===== src/rtl/collision_handler.sv =====
// Per-frame collision evaluator: lives, invulnerability window and game-over.
// Define COLLISION_EXPLOSION_DAMAGE_EN to make explosions cost a life.
module collision_handler #(
  parameter int LIVES         = 3,
  parameter int INVULN_FRAMES = 60
) (
  input  logic       clk,
  input  logic       reset,
  input  logic       startOfFrame,
  input  logic       game_start,
  input  logic       collission_bomber_wall,
  input  logic       collission_bomber_mine,
  input  logic       collission_bomber_explosion,
  output logic       wall_hit,
  output logic       damage_pulse,
  output logic [2:0] bomber_lives,
  output logic       invulnerable,
  output logic       game_over
);

  localparam logic [2:0] LIV = 3'(LIVES);
  localparam logic [7:0] INV = 8'(INVULN_FRAMES);

  typedef enum logic [1:0] {
    S_IDLE,
    S_PLAY,
    S_HURT,
    S_OVER
  } state_e;

  state_e     state_q, state_d;
  logic [2:0] lives_q, lives_d;
  logic [7:0] cnt_q, cnt_d;
  logic       wall_hit_q, wall_hit_d;
  logic       dmg_pulse_q, dmg_pulse_d;
  logic       inv_q, over_q;
  logic       wall_f_q, wall_f_d;
  logic       mine_f_q, mine_f_d;
  logic       clr;
  logic       dmg;

  // A clear (frame boundary or new game) beats a same-cycle collision
  assign wall_f_d = (startOfFrame | clr) ? 1'b0
                  : (wall_f_q | collission_bomber_wall);
  assign mine_f_d = (startOfFrame | clr) ? 1'b0
                  : (mine_f_q | collission_bomber_mine);

`ifdef COLLISION_EXPLOSION_DAMAGE_EN
  logic expl_f_q, expl_f_d;

  assign expl_f_d = (startOfFrame | clr) ? 1'b0
                  : (expl_f_q | collission_bomber_explosion);
  assign dmg = mine_f_q | expl_f_q;

  always_ff @(posedge clk) begin
    if (reset) expl_f_q <= 1'b0;
    else       expl_f_q <= expl_f_d;
  end
`else
  logic unused_expl;

  assign unused_expl = collission_bomber_explosion;
  assign dmg         = mine_f_q;
`endif

  always_comb begin
    state_d     = state_q;
    lives_d     = lives_q;
    cnt_d       = cnt_q;
    wall_hit_d  = 1'b0;
    dmg_pulse_d = 1'b0;
    clr         = 1'b0;
    unique case (state_q)
      S_IDLE: begin
        lives_d = LIV;
        if (game_start) begin
          state_d = S_PLAY;
          clr     = 1'b1;
        end
      end
      S_PLAY: begin
        if (startOfFrame) begin
          wall_hit_d = wall_f_q;
          if (dmg && lives_q != 3'd0) begin
            dmg_pulse_d = 1'b1;
            lives_d     = lives_q - 3'd1;
            if (lives_q == 3'd1) begin
              state_d = S_OVER;
            end else begin
              cnt_d   = INV;
              state_d = S_HURT;
            end
          end
        end
      end
      S_HURT: begin
        if (startOfFrame) begin
          wall_hit_d = wall_f_q;
          if (cnt_q != 8'd0) cnt_d = cnt_q - 8'd1;
          if (cnt_q <= 8'd1) state_d = S_PLAY;
        end
      end
      S_OVER: begin
        lives_d = 3'd0;
        if (game_start) begin
          state_d = S_PLAY;
          lives_d = LIV;
          clr     = 1'b1;
        end
      end
      default: state_d = S_IDLE;
    endcase
  end

  always_ff @(posedge clk) begin
    if (reset) begin
      state_q     <= S_IDLE;
      lives_q     <= LIV;
      cnt_q       <= 8'd0;
      wall_hit_q  <= 1'b0;
      dmg_pulse_q <= 1'b0;
      inv_q       <= 1'b0;
      over_q      <= 1'b0;
      wall_f_q    <= 1'b0;
      mine_f_q    <= 1'b0;
    end else begin
      state_q     <= state_d;
      lives_q     <= lives_d;
      cnt_q       <= cnt_d;
      wall_hit_q  <= wall_hit_d;
      dmg_pulse_q <= dmg_pulse_d;
      inv_q       <= (state_d == S_HURT);
      over_q      <= (state_d == S_OVER);
      wall_f_q    <= wall_f_d;
      mine_f_q    <= mine_f_d;
    end
  end

  assign wall_hit     = wall_hit_q;
  assign damage_pulse = dmg_pulse_q;
  assign bomber_lives = lives_q;
  assign invulnerable = inv_q;
  assign game_over    = over_q;

endmodule


===== config.mk =====
export PLATFORM = sky130hd
export DESIGN_NAME = collision_handler
export DESIGN_NICKNAME = d
export VERILOG_FILES = /design/src/rtl/collision_handler.sv
export SDC_FILE = /design/constraint.sdc
export NUM_CORES = 1
export LEC_CHECK = 0
export ABC_CLOCK_PERIOD_IN_PS = 3500
export CORE_AREA = 2 2 46 48
export DETAILED_ROUTE_END_ITERATION = 7
export DIE_AREA = 0 0 48 50
export PLACE_DENSITY_LB_ADDON = 0.05
export SKIP_LAST_GASP = 1
export SLEW_MARGIN = 30
export SYNTH_ARGS = -nofsm -noshare
export SYNTH_HDL_FRONTEND = slang
export SYNTH_SLANG_ARGS = --single-unit

===== constraint.sdc =====
create_clock -name clk -period 3.5 [get_ports clk]
set_clock_uncertainty 0.1 [all_clocks]
set_input_delay 0.7 -clock clk [delete_from_list [all_inputs] [get_ports clk]]
set_output_delay 0.7 -clock clk [all_outputs]
set_load 0.05 [all_outputs]

==> impl_metrics.toml <==
[detailed_routing]
vias_per_cell = 5.29
drt_wl_total_um = 1930
vias = 830
firstDrtPassIters = 4
drt-initial-drc-count = 13
drc = 0
postRouteAntennaNets = 0
wl_per_cell_um = 12.3

[cts]
cts_made_buffers = 3
cts_setup_buffers = 0
path_clk_slew_ps = 110
clk_latency_ps = 300
ctsHoldBuffers = 0
cts_buffer_depth = 2
cts_tree = "yes"
htreeDepth = 1
clock-sinks = 19
cts_resized = 0
cts-root-buf = "clkbuf_4"

[timing]
hold_ws_ps = 357
worst_pin_slew_ps = 586
hold_viol_final = 0
period_needed_ps = 2320
setup_slack_ps = 1180
fmaxAchievable_ghz = 0.431
tns_ps = 0
post-route-period-util = 0.663
setup_viol = 0
drv_slew = 0
max_slew_margin = 0.608
grt_setup_unrepaired = "false"

[logic_synthesis]
synth_cells = 115
synthXorXnorAreaFrac = 0.0595
synth.net_count = 132
synthFlopType = "dfxtp_1"
ys_seq_elements = 19
synth_top_area_frac = 0.369
synth-edff-count = 0
synth_top_family_by_area = "simple AND/OR/NAND/NOR gates"
netlist_area_mm2 = 0.00103
synthMuxAreaShare = 0.0194
synth_most_common_cell = "dfxtp_1"
async_reset_ff_frac = 0
yosysWarnings = 0
ys_types = 36
synth_adder_area_share = 0.122
synth-seq-area-share = 0.369
synthSimpleGateAreaFrac = 0.238
synthTopCellsByCount = "dfxtp_1 (19), nor2_1 (11), ha_1 (10), inv_1 (10), a21oi_1 (7)"
synth_compound_area_frac = 0.148
yosys-top-cells-area = "dfxtp_1 (37%), ha_1 (12%), xor2_1 (5.1%)"
yosysTopAreaCell = "dfxtp_1"
synth.avg_cell_area_um2 = 8.95

[power]
p_leak_nw = 0.493
clockPowerShare = 0.235
powerDensity_mw_per_mm2 = 402
swShare = 0.323
seq_power_share = 0.494
combPwrFrac = 0.271
p_sw_w = 0.000157
vdd.ir_drop.worst_mv = 0.266
p_int_w = 0.000328

[placed_design]
dpl.hpwl_um = 1470
port_buffers = 12
place_ws_ps = 953
placed_cells = 153
gp_congestion = 0.785

[final_layout]
fin_cells = 157
antenna_cells = 0
final_util = 0.634
area_growth_pct = 17.1
drive_above_1_share = 0.0615
nNetsFinal = 148

[run_status]
status = "finished, final reports clean"

[setup_path]
cp_slowest_cell = "clkdlybuf4s50_1"
cp.arrival_ps = 1520
max_stage_delay_ps = 820
r2r-end = "cnt_q[0]"
crit_type = "register to output pin"
r2r_slack_ps = 1420
crit_chain = "clkdlybuf4s50_1"
r2r_cells = 7
path_buf_inv = 1
r2r_start = "bomber_lives[0]"
worst_setup_path_end_kind = "output pin"
crit_family = "buffers and inverters"
critPathLaunchType = "register"
cp.required_ps = 2700
path_max_fanout = 4

[die]
die_w_um = 48
io_pins = 14
rows = 16
start_util = 0.541
coreArea_mm2 = 0.00190
die_area_mm2 = 0.00240
die_h_um = 50

[global_routing]
grt-ovfl-total = 0
grt_max_degree = 17
grt_pass1_wl_um = 3110
grt_use_total = 0.180
grt_pass1_vias = 711
antenna_found_initial = 0

[hold_path]
whs_endpoint = "wall_f_q"
hp-class = "register to register"
holdPathStages = 1
hp-start = "wall_f_q"

[run]
max_cap_violations = 0
## placed cells by master (no fill, tap or decap), drive strengths merged, types with 3 or more instances in the layout
cell and count:
clkbuf 4, nand4 5, ha 10, a21oi 7, nor2b 3, dfxtp 19
o21ai 6, clkdlybuf4s50 12, xor2 6, nor2 11, nand2 4, inv 10
nor3 6
## worst max-delay path by stage
stage,from,endpoint,depth (start not counted)
floorplan,bomber_lives[0],bomber_lives[0],7
global placement,startOfFrame,cnt_q[0],6
detailed placement,startOfFrame,cnt_q[0],6
CTS,bomber_lives[0],bomber_lives[0],1
global route,startOfFrame,cnt_q[7],6
finish,bomber_lives[0],bomber_lives[0],1
## power groups by stage
stage / Clock, W / Combinational, W / Sequential [W]
floorplan: 0 / 0.0000797 / 0.000261
global placement: 0 / 0.000130 / 0.000244
CTS: 0.000118 / 0.000132 / 0.000240
global route: 0.000125 / 0.000145 / 0.000242
detailed placement: 0 / 0.000131 / 0.000244
finish: 0.000114 / 0.000131 / 0.000239
## sequential cells by signal, summed over array words and instances (netlist names)
register / cells
cnt_q: 8
bomber_lives: 3
state_q: 2
wall_f_q: 1
invulnerable: 1
damage_pulse: 1
game_over: 1
dmg: 1
wall_hit: 1
## logic make-up (layout without fill, tap and decap cells)
logic type,Yosys count,in the layout
AOI/OAI and AO/OA,23,23
DFF,19,19
muxes,2,2
and+or+nand+nor,42,42
adders and majority gates,10,10
xor gates and xnor gates,7,7
buffers and inverters,12,27
## per-stage QoR
| step | power (W) | cell area [um^2] |
|---|---|---|
| 6_report | 0.000485 | 1210 |
| 4_1_cts | 0.000490 | 1210 |
| 2_1_floorplan | 0.000340 | 1030 |
| 3_3_place_gp | 0.000374 | 1180 |
| 5_1_grt | 0.000512 | 1210 |
| 3_5_place_dp | 0.000376 | 1180 |
## routing by layer
metal | routed length, um | GRT usage
met4 | 16 | 0.0495
met1 | 975 | 0.256
met3 | 81 | 0.0476
met2 | 858 | 0.264
met5 | 0 | 0
## area by class of cell
cell class              instances  area (um^2)
fillers                       157          696
multi-input cells              84          604
flip-flops and latches         19          380
repair buffers                 12          120
inverters                      11         41.3
well taps                      27         33.8
clock buffers                   4         26.3
No activity file was read; power rests on OpenSTA's default activity.
